## config.mk

```make
export PLATFORM = sky130hd
export DESIGN_NAME = reg_file_cmd_ctrl
export DESIGN_NICKNAME = d
export VERILOG_FILES = /design/src/rtl/reg_file_cmd_ctrl.sv
export SDC_FILE = /design/constraint.sdc
export NUM_CORES = 1
export LEC_CHECK = 0
export ABC_AREA = 0
export ABC_CLOCK_PERIOD_IN_PS = 1940
export CORE_ASPECT_RATIO = 0.9
export CORE_UTILIZATION = 45
export DETAILED_ROUTE_END_ITERATION = 8
export GPL_ROUTABILITY_DRIVEN = 0
export PLACE_DENSITY = 0.78
export SYNTH_ARGS = -nofsm -noshare
export SYNTH_HDL_FRONTEND = slang
export SYNTH_SLANG_ARGS = --single-unit
```

## constraint.sdc

```tcl
create_clock -name CLK -period 1.94 [get_ports CLK]
set_input_delay 0.291 -clock CLK [delete_from_list [all_inputs] [get_ports CLK]]
set_output_delay 0.291 -clock CLK [all_outputs]
set_load 0.005 [all_outputs]
```

## src/rtl/reg_file_cmd_ctrl.sv

```systemverilog
// Host-command initiator: decodes RX write/read frames into register-file strobes and returns read data to TX.
// Read: RdEn one cycle after the address byte, TX request two cycles after that; the TX request waits while TX_Busy is high.
module reg_file_cmd_ctrl #(
  parameter int               WIDTH      = 8,
  parameter int               ADDR_WIDTH = 4,
  parameter logic [WIDTH-1:0] WR_CMD     = 8'hAA,
  parameter logic [WIDTH-1:0] RD_CMD     = 8'hBB,
  parameter int               RD_TIMEOUT = 15
) (
  input  logic                  CLK,
  input  logic                  RST,
  input  logic [WIDTH-1:0]      RX_P_DATA,
  input  logic                  RX_D_VLD,
  output logic                  WrEn,
  output logic                  RdEn,
  output logic [ADDR_WIDTH-1:0] Address,
  output logic [WIDTH-1:0]      WrData,
  input  logic [WIDTH-1:0]      RdData,
  input  logic                  RdData_Valid,
  output logic [WIDTH-1:0]      TX_P_DATA,
  output logic                  TX_D_VLD,
  input  logic                  TX_Busy,
  output logic                  CMD_ERR
);

  localparam logic [2:0] S_IDLE    = 3'd0;
  localparam logic [2:0] S_WR_ADDR = 3'd1;
  localparam logic [2:0] S_WR_DATA = 3'd2;
  localparam logic [2:0] S_RD_ADDR = 3'd3;
  localparam logic [2:0] S_RD_WAIT = 3'd4;
  localparam logic [2:0] S_TX_SEND = 3'd5;

  localparam int               CNT_W    = $clog2(RD_TIMEOUT + 1);
  localparam logic [CNT_W-1:0] CNT_LAST = CNT_W'(RD_TIMEOUT - 1);

  logic [2:0]            state_q,  state_d;
  logic [ADDR_WIDTH-1:0] addr_q,   addr_d;
  logic [WIDTH-1:0]      wdata_q,  wdata_d;
  logic [WIDTH-1:0]      tx_dat_q, tx_dat_d;
  logic [CNT_W-1:0]      cnt_q,    cnt_d;
  logic                  wr_en_q,  wr_en_d;
  logic                  rd_en_q,  rd_en_d;
  logic                  tx_vld_q, tx_vld_d;
  logic                  err_q,    err_d;

  always_comb begin
    state_d  = state_q;
    addr_d   = addr_q;
    wdata_d  = wdata_q;
    tx_dat_d = tx_dat_q;
    cnt_d    = cnt_q;
    wr_en_d  = 1'b0;
    rd_en_d  = 1'b0;
    tx_vld_d = 1'b0;
    err_d    = 1'b0;
    case (state_q)
      S_IDLE: begin
        if (RX_D_VLD) begin
          if (RX_P_DATA == WR_CMD)      state_d = S_WR_ADDR;
          else if (RX_P_DATA == RD_CMD) state_d = S_RD_ADDR;
          else                          err_d   = 1'b1;
        end
      end
      S_WR_ADDR: begin
        if (RX_D_VLD) begin
          addr_d  = RX_P_DATA[ADDR_WIDTH-1:0];
          state_d = S_WR_DATA;
        end
      end
      S_WR_DATA: begin
        if (RX_D_VLD) begin
          wdata_d = RX_P_DATA;
          wr_en_d = 1'b1;
          state_d = S_IDLE;
        end
      end
      S_RD_ADDR: begin
        if (RX_D_VLD) begin
          addr_d  = RX_P_DATA[ADDR_WIDTH-1:0];
          rd_en_d = 1'b1;
          cnt_d   = '0;
          state_d = S_RD_WAIT;
        end
      end
      S_RD_WAIT: begin
        // RX bytes arriving here and in TX_SEND are deliberately dropped.
        if (RdData_Valid) begin
          tx_dat_d = RdData;
          tx_vld_d = !TX_Busy;
          cnt_d    = '0;
          state_d  = S_TX_SEND;
        end else if (cnt_q == CNT_LAST) begin
          err_d   = 1'b1;
          cnt_d   = '0;
          state_d = S_IDLE;
        end else begin
          cnt_d = cnt_q + CNT_W'(1);
        end
      end
      S_TX_SEND: begin
        // The request is registered, so TX_Busy is judged one edge before TX_D_VLD rises.
        if (tx_vld_q)      state_d  = S_IDLE;
        else if (!TX_Busy) tx_vld_d = 1'b1;
      end
      default: state_d = S_IDLE;
    endcase
  end

  always_ff @(posedge CLK or negedge RST) begin
    if (!RST) begin
      state_q  <= S_IDLE;
      addr_q   <= '0;
      wdata_q  <= '0;
      tx_dat_q <= '0;
      cnt_q    <= '0;
      wr_en_q  <= 1'b0;
      rd_en_q  <= 1'b0;
      tx_vld_q <= 1'b0;
      err_q    <= 1'b0;
    end else begin
      state_q  <= state_d;
      addr_q   <= addr_d;
      wdata_q  <= wdata_d;
      tx_dat_q <= tx_dat_d;
      cnt_q    <= cnt_d;
      wr_en_q  <= wr_en_d;
      rd_en_q  <= rd_en_d;
      tx_vld_q <= tx_vld_d;
      err_q    <= err_d;
    end
  end

  assign WrEn      = wr_en_q;
  assign RdEn      = rd_en_q;
  assign Address   = addr_q;
  assign WrData    = wdata_q;
  assign TX_P_DATA = tx_dat_q;
  assign TX_D_VLD  = tx_vld_q;
  assign CMD_ERR   = err_q;

endmodule
```

=== Yosys cells after proc, flatten, opt, wreduce, memory -nomap -nowiden ===
Cells that the tools add are included.

* Register bits: 31
* Bits in writable memories: 0
* ROM bits: 0
* Bits in latches: 0
* Memories: 0

* Shift operators: 0
* Divide/modulo/power cells: 0
* Multiplexer cells: 27
* Add/subtract/negate cells: 1
* Reduce and logical (&&, ||, !) cells: 9
* Multipliers: 0
* Bitwise logic cells: 0
* $lt $le $gt $ge: 0
* Equality and inequality tests: 15

{| class="wikitable"
|+ Operators with widths
! operator !! count
|-
| 2-to-1 mux 3 bit || 9
|-
| one-hot mux 3 bit (6 select lines) || 1
|-
| equality test 8 bit, second input constant || 2
|-
| 2-to-1 mux 4 bit || 3
|-
| 2-to-1 mux 1 bit || 11
|-
| != test 2 bit, second input constant || 5
|-
| one-hot mux 4 bit (2 select lines) || 1
|-
| AND reduction 2 bit || 4
|-
| AND reduction 7 bit || 1
|-
| equality test 3 x 2 -> 1 bit, second input constant || 2
|-
| equality test 3 bit, second input constant || 2
|-
| != test 3 bit, second input constant || 2
|-
| adder 4 x 1 -> 4 bit, second input constant || 1
|-
| equality test 4 bit, second input constant || 1
|-
| one-hot mux 1 bit (2 select lines) || 2
|-
| equality test 3 x 1 -> 1 bit, second input constant || 1
|-
| zero test 3 bit || 1
|-
| nonzero test 2 bit || 1
|-
| OR reduction 2 bit || 1
|-
| zero test 1 bit || 1
|}

=== Logic depth before layout (Yosys ltp) ===
Gate-level depths: netlist of run 1.

* Word-level depth: 5
* Depth in mapped cells: 5
* Mapped depth without buffers: 5

=== Least setup slack after synthesis of run 1 ===
OpenSTA, ideal clock, no wires.

* Path kind: reg-to-reg
* From: register state_q[2]
* To: register wdata_q[0], in the netlist WrData[0]
* Setup slack: 527 ps
* Data required time: 1,815 ps
* Arrival: 1,288 ps
* Cell stages (with the launch flop): 5
* Cell sequence: dfrtp_1 > nor2b_1 > nor3b_2 > buf_6 > mux2_2

* Longest elaborated chain between the ends: 2

{| class="wikitable"
|+ Ends and longest elaborated chain
! item !! line !! source
|-
| start: declaration || 36 || <nowiki>logic [2:0] state_q, state_d;</nowiki>
|-
| start signal: assignment || 121 || <nowiki>state_q <= state_d;</nowiki>
|-
| equality test 3 x 2 -> 1 bit || 56 || <nowiki>case (state_q)</nowiki>
|-
| AND reduction 2 bit (no source line) || n/a ||
|-
| end signal: assignment || 123 || <nowiki>wdata_q <= wdata_d;</nowiki>
|-
| end: declaration || 38 || <nowiki>logic [WIDTH-1:0] wdata_q, wdata_d;</nowiki>
|}

Every way passes these cells.
A chain may end at the register's enable or synchronous reset.

=== Worst setup path in the final report of run 1 ===
* From: input port RX_D_VLD
* To: register wdata_q[7], in the netlist WrData[7]

* Longest elaborated chain between the ends: 1

{| class="wikitable"
|+ Ends and longest elaborated chain
! item !! line !! source
|-
| start: declaration || 13 || <nowiki>input logic RX_D_VLD,</nowiki>
|-
| AND reduction 2 bit (no source line) || n/a ||
|}

Every way passes these cells.

==> key figures, run 1 <==
CTS
  – Clock Sinks: 31
  – Resize count post-CTS: 0
  – Worst-path clk slew: 0.10 ns
  – Root buffer cell: clkbuf_4
  – CTS tree: built
  – Clock Path Buffers: 2
  – Latest clock arrival within the worst-skew pair: around 0.32 ns
  – H-tree depth: 2
  – Hold bufs inserted after CTS: 0
  – TritonCTS Buffers: 5
  – # Post-CTS Setup Buffers: 0

Route
  – Residual DRC: 0
  – Pre-Repair DR Iteration Count: 4
  – Wire length on met1: 1.24 mm
  – Metal3 WL: 191 µm
  – Top Metal Used: met4
  – Initial DRC count: 19
  – Final WL: around 2.7 mm
  – Met2 routed WL: 1.28 mm
  – Via-to-Cell Ratio: between 5 and 6
  – Final ANT Viol Nets: 0
  – Via count: 1,002
  – WL/cell: roughly 14 µm

STA
  – Post-route clock period utilization: 77.3%
  – Final Skew: 0.0108 ns
  – Peak Freq: about 0.67 GHz
  – RSZ-0062 raised after global routing: false
  – Worst slew pin tran: about 0.45 ns
  – Final setup violation count: 0
  – Final Hold Vio Count: 0
  – Max transition margin: between 60% and 70%
  – Max-slew violations: 0
  – Fin crit period: roughly 1.5 ns
  – Setup TNS Final: 0 ns

Placed design
  – Dpl cell area: 0.00189 mm²
  – Port bufs: 44
  – Final HPWL DP: 1.99 mm
  – Placed Cells: around 190

Synthesis
  – Synth unique cells: 33
  – Synth Instances: between 90 and 100
  – Synth area leaders: dfrtp_1 (56%), mux2_4 (8.7%), mux2_2 (8.2%), nand4b_1 (1.9%), ha_1 (1.8%)
  – Sequential share of the synthesized area: 56.2%
  – Post-synth top area share: a little under three fifths
  – Post-synthesis instance area: between 0.001 and 0.0015 mm²
  – #FFs+latches synth: 31
  – Avg Inst Size Synth: between 10 and 15 µm²
  – Yosys top cell by area: dfrtp_1
  – Syn_nets: around 120
  – Warnings, synthesis: 0

Global routing
  – Total gr overflow: 0
  – First-pass GRT wire length: between 4 and 5 mm
  – All-Layer GR Usage: roughly 18%
  – Initial antenna violation count: 0
  – Largest net degree at the start of global routing: 32
  – Vias in the first global route: a little under 1,000

Die
  – Die width: around 60 µm
  – # IOs: 45
  – Initial core utilization: 48.6%
  – Die Y: approximately 55 µm
  – Die Area: ~0.0033 mm²
  – Row count: 18
  – Core ar.: about 0.0028 mm²

Job
  – Max cap viols: 0

Finish
  – Fin cells: 194
  – Fillcell total: about 230
  – Layout net count: 177
  – Post-route core utilization: 68.7%
  – Final Cell Area: 0.00195 mm²
  – N_diodes: 0
  – Area grow syn2layout: 41.3%
  – Fraction of layout cells with a size suffix above 1: 22.7%

Critical path
  – CP max stage delay: 0.51 ns
  – CP required: 2.14 ns
  – WS Path Type: in2reg
  – Crit path cell chain: clkdlybuf4s50_1 -> nor2b_1 -> nor3b_2 -> buf_4 -> mux2_2
  – CP max-delay cell: clkdlybuf4s50_1
  – Cell family with most CP delay: buffers and inverters
  – Worst Path Max Fanout: 4
  – Crit start category: input port
  – Crit end category: register
  – Buf/Inv on CP: 2
  – Crit path DAT: roughly 1.7 ns

Pwr
  – Power per standard cell area: 696 mW/mm²
  – LEAKAGE: between 0.8 and 0.9 nW
  – Max VDD drop: 0.467 mV

Worst hold path
  – Hold Path Class: in2async

Run status
  – Run status: complete, no violations
-- state kept, by name, summed over array words and instances (netlist names) --
| signal | flops |
|---|---|
| Address | 4 |
| CMD_ERR | 1 |
| RdEn | 1 |
| TX_D_VLD | 1 |
| TX_P_DATA | 8 |
| WrData | 8 |
| WrEn | 1 |
| cnt_q | 4 |
| state_q | 3 |
-- kinds of logic (layout without fill, tap and decap cells) --
| family | Yosys count | in the layout | synth area share (%) |
|---|---|---|---|
| xor+xnor | 1 | 1 | 0.635 |
| simple gates | 24 | 24 | 12.6 |
| buf+inv | 7 | 62 | 2.99 |
| compound gates | 14 | 14 | 7.25 |
| fa+ha+maj | 2 | 2 | 1.81 |
| flops | 31 | 31 | 56.2 |
| mux | 20 | 20 | 18.5 |
-- path summary, 6_finish.rpt --
path	from	end	slack, ns	cells after the start
min reg2reg	WrData[4]$_DFFE_PN0P_	WrData[4]$_DFFE_PN0P_	0.50	1
max	RX_D_VLD	WrData[7]$_DFFE_PN0P_	0.44	5
min in group CLK	WrData[4]$_DFFE_PN0P_	WrData[4]$_DFFE_PN0P_	0.50	1
max reg2reg	state_q[1]$_DFFE_PN0P_	TX_P_DATA[7]$_DFFE_PN0P_	0.44	4
max in group asynchronous	RST	state_q[0]$_DFFE_PN0P_	1.30	2
min	RST	TX_P_DATA[6]$_DFFE_PN0P_	0.35	2
-- through the flow --
step / hold WS (ns) / setup WS [ns] / power (mW)
final: 0.353 / 0.440 / 1.36
after CTS: 0.361 / 0.435 / 1.37
after detailed placement: 0.479 / 0.115 / 0.996
after floorplan: -0.00459 / 0.527 / 0.809
after global routing: 0.381 / 0.369 / 1.43
after global placement: 0.480 / 0.166 / 0.990
-- cell usage after synthesis (all sizes together) --
cell type,number
o22ai,1
a21o,1
buf,2
nand3b,1
a32o,1
nand3,4
ha,2
nor2b,2
dfrtp,31
xor2,1
nand4b,3
nand2,3
o211a,1
and4,1
nor4b,2
o21ai,4
inv,5
a311o,1
mux2,20
a21oi,1
or2,1
nor2,2
o211ai,3
nand2b,1
and3,2
nor3b,2
o2bb2ai,1
-- final cells by class --
| cell class | count | area, µm² | share of cell area (%) |
|---|---|---|---|
| clock buffer | 6 | 51.3 | 2.63 |
| clock inverter | 1 | 5.00 | 0.257 |
| inverter | 5 | 18.8 | 0.963 |
| multi-input combinational | 61 | 563 | 28.9 |
| sequential | 31 | 776 | 39.8 |
| tap | 40 | 50.0 | 2.57 |
| timing repair buffer | 50 | 485 | 24.9 |
-- where the power goes --
group / switching [mW] / leakage, nW / internal, mW / total (mW)
sequential: 0.0320 / 0.395 / 0.703 / 0.735
combinational: 0.0738 / 0.434 / 0.175 / 0.249
clock: 0.206 / 0.0341 / 0.168 / 0.374
-- cell usage in the layout (no fill, tap or decap), drive strengths merged --
cell type / n
dfrtp: 31
clkinv: 1
o21ai: 4
nor2: 2
o211ai: 3
and4: 1
or2: 1
o211a: 1
ha: 2
nor4b: 2
clkbuf: 6
a21oi: 1
nand2: 3
nand3: 4
o22ai: 1
mux2: 20
inv: 5
nand3b: 1
buf: 6
nand2b: 1
and3: 2
a21o: 1
a311o: 1
nor3b: 2
a32o: 1
o2bb2ai: 1
nor2b: 2
xor2: 1
clkdlybuf4s50: 44
nand4b: 3
-- routing by layer --
metal | vias to the layer above | track usage [%]
li1 | 474 | -
met1 | 482 | 21.9
met2 | 41 | 30.8
met3 | 5 | 5.20
met4 | 0 | 8.14
met5 | - | 0
Power figures use the tool's default switching activity.
==> run 2: changes to the inputs <==
ABC_CLOCK_PERIOD_IN_PS = 1500   (was 1940)
clock period = 1.5 ns   (was 1.94 ns; I/O delays follow)
==> key figures, run 2 (synthesis gave the netlist of run 1 again) <==
Route
  – Initial DRC count: 14 (was 19)
  – Via count: 1,019 (was 1,002)
  – WL/cell: 13.8 µm (was 14.1 µm)
  – Via-to-Cell Ratio: 4.95 (was 5.16)
  – Residual DRC: 0 (unchanged)
  – Final WL: 2.84 mm (was 2.74 mm)
  – Final ANT Viol Nets: 0 (unchanged)
  – Pre-Repair DR Iteration Count: 4 (unchanged)

STA
  – Worst slew pin tran: 0.386 ns (was 0.452 ns)
  – Post-route clock period utilization: a little over nine tenths
  – Final Skew: 0.0107 ns (was 0.0108 ns)
  – Final setup violation count: 0 (unchanged)
  – Setup TNS Final: 0 ns (unchanged)
  – Final Hold Vio Count: 0 (unchanged)
  – Max-slew violations: 0 (unchanged)
  – Max transition margin: 74.3% (was 69.7%)
  – Peak Freq: 0.697 GHz
  – RSZ-0062 raised after global routing: false (unchanged)
  – Hold WS: 0.288 ns (was 0.353 ns)
  – Fin crit period: ~1.4 ns

Critical path
  – Crit end category: primary output (was register)
  – Reg2reg start: state_q[0]$_DFFE_PN0P_ (was state_q[1]$_DFFE_PN0P_)
  – Crit path cell chain: clkdlybuf4s50_1 (was clkdlybuf4s50_1 -> nor2b_1 -> nor3b_2 -> buf_4 -> mux2_2)
  – FF-to-FF setup slack: 0.10 ns (was 0.44 ns)
  – Reg2Reg Depth: 3 (was 4)
  – CP max-delay cell: clkdlybuf4s50_1 (unchanged)
  – Cell family with most CP delay: buffers and inverters (unchanged)
  – CP required: 1.27 ns (was 2.14 ns)
  – CP max stage delay: 0.51 ns (about the same)
  – Buf/Inv on CP: 1 (was 2)
  – Crit start category: register (was input port)
  – WS Path Type: reg2out (was in2reg)
  – Worst Path Max Fanout: 2 (was 4)
  – Terminus of the critical flop-to-flop path: state_q[0]$_DFFE_PN0P_ (was TX_P_DATA[7]$_DFFE_PN0P_)
  – Crit path DAT: 1.21 ns (was 1.70 ns)

Pwr
  – LEAKAGE: 0.956 nW (was 0.863 nW)
  – Max VDD drop: 0.823 mV (was 0.467 mV)
  – Power per standard cell area: 940 mW/mm² (was 696 mW/mm²)

Die
  – # IOs: 45 (unchanged)
  – Die Area: 0.00329 mm² (unchanged)
  – Row count: 18 (unchanged)
  – Core ar.: 0.00284 mm² (unchanged)
  – Initial core utilization: 48.6% (unchanged)
  – Die Y: 54.5 µm (unchanged)
  – Die width: 60.4 µm (unchanged)

Finish
  – N_diodes: 0 (unchanged)
  – Commonest non-fill, non-tap cell in the layout: clkdlybuf4s50_1 (unchanged)
  – Fraction of layout cells with a size suffix above 1: 28.9% (was 22.7%)
  – Area grow syn2layout: 50.8% (was 41.3%)
  – Most frequent cells in the layout: clkdlybuf4s50_1 (42), dfrtp_1 (30), buf_4 (16) (was clkdlybuf4s50_1 (44), dfrtp_1 (31), mux2_2 (10))
  – Layout net count: 188 (was 177)

Placed design
  – Port bufs: 44 (unchanged)
  – Final HPWL DP: 2.14 mm (was 1.99 mm)

Global routing
  – Initial antenna violation count: 0 (unchanged)
  – Largest net degree at the start of global routing: 32 (unchanged)
  – Vias in the first global route: 1,023 (was 977)
  – Total gr overflow: 0 (unchanged)
  – All-Layer GR Usage: 19.4% (was 18.3%)
  – First-pass GRT wire length: 4.50 mm (was 4.29 mm)

CTS
  – H-tree depth: 2 (unchanged)
  – Clock Sinks: 31 (unchanged)
  – Root buffer cell: clkbuf_4 (unchanged)
  – TritonCTS Buffers: 5 (unchanged)
  – Worst-path clk slew: 0.10 ns (about the same)
  – Latest clock arrival within the worst-skew pair: 0.33 ns (was 0.32 ns)
  – Hold bufs inserted after CTS: 0 (unchanged)
  – Clock Path Buffers: 2 (unchanged)
  – CTS tree: built (unchanged)

Job
  – Max cap viols: 0 (unchanged)

Run status
  – Run status: complete, no violations (unchanged)

Worst hold path
  – Hold Path Class: in2async (unchanged)
run 2: cell count changes in the layout (fill, tap and decap cells not counted):
cell	change
buf_4	+10
buf_12	+1
dfrtp_2	+1
dfrtp_1	-1
bufinv_16	+1
dlymetal6s2s_1	+2
clkdlybuf4s50_1	-2
run 2: cell type report:
type	count	area (µm²)
clock buffers	6	51.3
clock inverters	2	35.0
multi-input cells	61	563
repair buffers	61	586
well taps	40	50.0
fillers	218	757
inverters	5	18.8
flip-flops and latches	31	777
run 2: report_power, final:
group          internal, mW  total [mW]  switching, mW
Sequential            0.909       0.951         0.0414
Clock                 0.394       0.678          0.284
Combinational         0.231       0.328         0.0975
Total                  1.53        1.96          0.423
run 2: worst max path at each step:
stage	from	endpoint	slack, ns	cells past startpoint
floorplan	state_q[2]$_DFFE_PN0P_	WrData[0]$_DFFE_PN0P_	0.09	4
global placement	RX_D_VLD	WrData[1]$_DFFE_PN0P_	-0.16	5
detailed placement	RX_D_VLD	WrData[2]$_DFFE_PN0P_	-0.22	5
CTS	TX_P_DATA[5]$_DFFE_PN0P_	TX_P_DATA[5]	0.05	1
global route	WrData[6]$_DFFE_PN0P_	WrData[6]	0.006	1
finish	TX_P_DATA[5]$_DFFE_PN0P_	TX_P_DATA[5]	0.06	1
run 2: what timing repair did:
action | CTS | global route
resized for setup | 0 | 3
setup endpoints to repair | 0 | 11
setup buffers | 0 | 1
run 2: routing by layer:
metal	GRT usage, %	up-vias	wire length (µm)
li1	-	493	-
met1	23.5	483	1240
met2	32.1	40	1340
met3	8.27	3	228
met4	4.65	0	21
met5	0	-	0
run 2: through the flow:
stage / util [%] / worst slack [ns] / total power [mW] / cell area (µm²) / instances
6_report: 73.3 / 0.0647 / 1.96 / 2080 / 206
5_1_grt: 73.3 / 0.00611 / 2.06 / 2080 / 206
4_1_cts: 72.8 / 0.0478 / 1.98 / 2070 / 205
3_5_place_dp: 69.8 / -0.220 / 1.30 / 1980 / 197
3_3_place_gp: 69.8 / -0.160 / 1.29 / 1980 / 197
2_1_floorplan: - / 0.0873 / 1.05 / 1380 / 99
==> run 3: changes to the inputs <==
--- a/config.mk
+++ b/config.mk
@@ -7,10 +7,11 @@
 export LEC_CHECK = 0
 export ABC_AREA = 0
-export ABC_CLOCK_PERIOD_IN_PS = 1500
+export ABC_CLOCK_PERIOD_IN_PS = 1200
 export CORE_ASPECT_RATIO = 0.9
-export CORE_UTILIZATION = 45
+export CORE_UTILIZATION = 41
 export DETAILED_ROUTE_END_ITERATION = 8
 export GPL_ROUTABILITY_DRIVEN = 0
-export PLACE_DENSITY = 0.78
+export PLACE_DENSITY = 0.75
+export SKIP_LAST_GASP = 1
 export SYNTH_ARGS = -nofsm -noshare
 export SYNTH_HDL_FRONTEND = slang
==> constraint.sdc (replaced) <==
create_clock -name CLK -period 1.2 [get_ports CLK]
set_input_delay 0.12 -clock CLK [delete_from_list [all_inputs] [get_ports CLK]]
set_output_delay 0.12 -clock CLK [all_outputs]
set_load 0.005 [all_outputs]
==> key figures, run 3 (synthesis gave the netlist of run 1 again) <==
Global routing
  – First-pass GRT wire length: 5.55 mm (was 4.50 mm)
  – Total gr overflow: 0 (unchanged)
  – Initial antenna violation count: 0 (unchanged)
  – Largest net degree at the start of global routing: 32 (unchanged)
  – All-Layer GR Usage: 20.4% (was 19.4%)
  – Vias in the first global route: 1,183 (was 1,023)

Finish
  – Fraction of layout cells with a size suffix above 1: 45.5% (was 28.9%)
  – Area grow syn2layout: 73.7% (was 50.8%)
  – N_diodes: 0 (unchanged)
  – Fillcell total: 210 (was 218)
  – Commonest non-fill, non-tap cell in the layout: dfrtp_1 (was clkdlybuf4s50_1)
  – Most frequent cells in the layout: dfrtp_1 (29), buf_4 (28), dlygate4sd2_1 (24) (was clkdlybuf4s50_1 (42), dfrtp_1 (30), buf_4 (16))
  – Layout net count: 209 (was 188)
  – Fin cells: 229 (was 206)

Critical path
  – Crit path DAT: 1.60 ns (was 1.21 ns)
  – WS Path Type: reg2reg (was reg2out)
  – Reg2reg start: state_q[2]$_DFFE_PN0P_ (was state_q[0]$_DFFE_PN0P_)
  – CP required: 1.37 ns (was 1.27 ns)
  – CP startpoint: state_q[2]$_DFFE_PN0P_ (was TX_P_DATA[5]$_DFFE_PN0P_)
  – Worst Path Max Fanout: 5 (was 2)
  – Crit start category: register (unchanged)
  – Crit end category: register (was primary output)

CTS
  – Worst-path clk slew: 0.07 ns (was 0.10 ns)
  – CTS tree: built (unchanged)
  – Clock Sinks: 31 (unchanged)
  – Latest clock arrival within the worst-skew pair: 0.28 ns (was 0.33 ns)
  – Root buffer cell: clkbuf_8 (was clkbuf_4)
  – Clock Path Buffers: 2 (unchanged)
  – TritonCTS Buffers: 5 (unchanged)
  – H-tree depth: 2 (unchanged)

Die
  – Row count: 19 (was 18)
  – # IOs: 45 (unchanged)
  – Initial core utilization: 44.0% (was 48.6%)
  – Die Area: 0.00360 mm² (was 0.00329 mm²)
  – Die width: 63.2 µm (was 60.4 µm)
  – Core ar.: 0.00314 mm² (was 0.00284 mm²)
  – Die Y: 57.0 µm (was 54.5 µm)

Pwr
  – Reg power frac: 44.0% (was 48.6%)
  – Power, Total: 2.72 mW (was 1.96 mW)
  – Max VDD drop: 0.892 mV (was 0.823 mV)
  – Logic pwr share: 17.1% (was 16.8%)
  – Switching Fraction: 21.6% (about the same)
  – Switching power total: 0.588 mW (was 0.423 mW)
  – Int Pwr: 2.13 mW (was 1.53 mW)
  – Clock power share: 39.0% (was 34.6%)
  – LEAKAGE: 1.19 nW (was 0.956 nW)
  – Power per standard cell area: 1130 mW/mm² (was 940 mW/mm²)

STA
  – Worst slew pin tran: 0.251 ns (was 0.386 ns)
  – Max transition margin: 83.1% (was 74.3%)
  – Peak Freq: between 0.6 and 0.7 GHz
  – Post-route clock period utilization: 119%
  – Fin crit period: 1.43 ns
  – RSZ-0062 raised after global routing: true (was false)
  – Final Hold Vio Count: 0 (unchanged)
  – Final Skew: 0.00632 ns (was 0.0107 ns)
  – Worst setup margin: -0.234 ns (was 0.0647 ns)
  – Hold WS: 0.202 ns (was 0.288 ns)
  – Final setup violation count: 28 (was 0)
  – Max-slew violations: 0 (unchanged)

Route
  – Initial DRC count: 14 (unchanged)
  – Via-to-Cell Ratio: 5.00 (was 4.95)
  – Pre-Repair DR Iteration Count: 4 (unchanged)
  – Residual DRC: 0 (unchanged)
  – Final ANT Viol Nets: 0 (unchanged)
  – WL/cell: 15.1 µm (was 13.8 µm)
  – Via count: 1,144 (was 1,019)
  – Final WL: 3.47 mm (was 2.84 mm)

Run status
  – Violated checks: negative setup slack
  – Run status: complete, but fails checks (was complete, no violations)

Placed design
  – Placed Cells: 209 (was 197)
  – Final HPWL DP: 2.26 mm (was 2.14 mm)
  – Port bufs: 44 (unchanged)

Job
  – Max cap viols: 0 (unchanged)

Worst hold path
  – Hold Path Class: in2async (unchanged)
[run 3: cell count changes in the layout (fill, tap and decap cells not counted), sizes merged]
cell / before / now
dlygate4sd2: 0 / 24
clkdlybuf4s50: 42 / 20
buf: 17 / 38
dlymetal6s2s: 2 / 0
[run 3: critical path, stage by stage, from the launching register on]
cell	delay [ns]
dfrtp_1	0.42
nor2b_2	0.16
nor3b_4	0.28
buf_6	0.17
mux2_4	0.29
[run 3: final timing paths]
path	slack, ns	cells after the start	end
worst min register to register	0.51	1	Address[1]$_DFFE_PN0P_
max in group asynchronous	0.82	2	state_q[1]$_DFFE_PN0P_
worst max register to register	-0.23	4	WrData[0]$_DFFE_PN0P_
min in group CLK	0.42	2	TX_D_VLD$_DFF_PN0_
worst min-delay path	0.20	2	TX_P_DATA[7]$_DFFE_PN0P_
worst max-delay path	-0.23	4	WrData[0]$_DFFE_PN0P_
[run 3: layout make-up]
cell class	instances	area, µm²	share of cell area, %
flip-flops and latches	31	778	32.5
clock inverters	2	35.0	1.46
repair buffers	82	759	31.7
inverters	5	18.8	0.783
well taps	42	52.6	2.19
clock buffers	6	82.6	3.44
multi-input cells	61	671	28.0
[run 3: metrics by stage]
stage                     cell area [µm²]  util, %  setup TNS [ns]  setup slack (ns)
after detailed placement             2120     67.7           -8.55            -0.368
final                                2400     76.4           -4.86            -0.234
after floorplan                      1420        -           -2.49            -0.163
after global placement               2120     67.7           -7.96            -0.363
after global routing                 2400     76.4           -5.90            -0.264
after CTS                            2330     74.1           -3.71            -0.162
[run 3: power groups by stage]
stage | sequential, mW | clock [mW] | combinational [mW]
floorplan | 1.21 | 0 | 0.143
detailed placement | 1.21 | 0 | 0.486
finish | 1.19 | 1.06 | 0.464
global placement | 1.21 | 0 | 0.476
global route | 1.20 | 1.13 | 0.497
CTS | 1.19 | 1.07 | 0.454
[run 3: routing by layer]
metal	routed length [µm]	global-route usage, %	up-vias
met2	1710	33.3	46
met1	1530	25.6	554
met5	0	0	-
li1	-	-	540
met4	38	9.30	0
met3	185	5.20	4
[run 3: timing repair]
item,CTS,global route
resized for setup,33,14
hold buffers,0,0
endpoints found under the setup margin,53,30
pin swaps,3,6
setup buffers,11,3
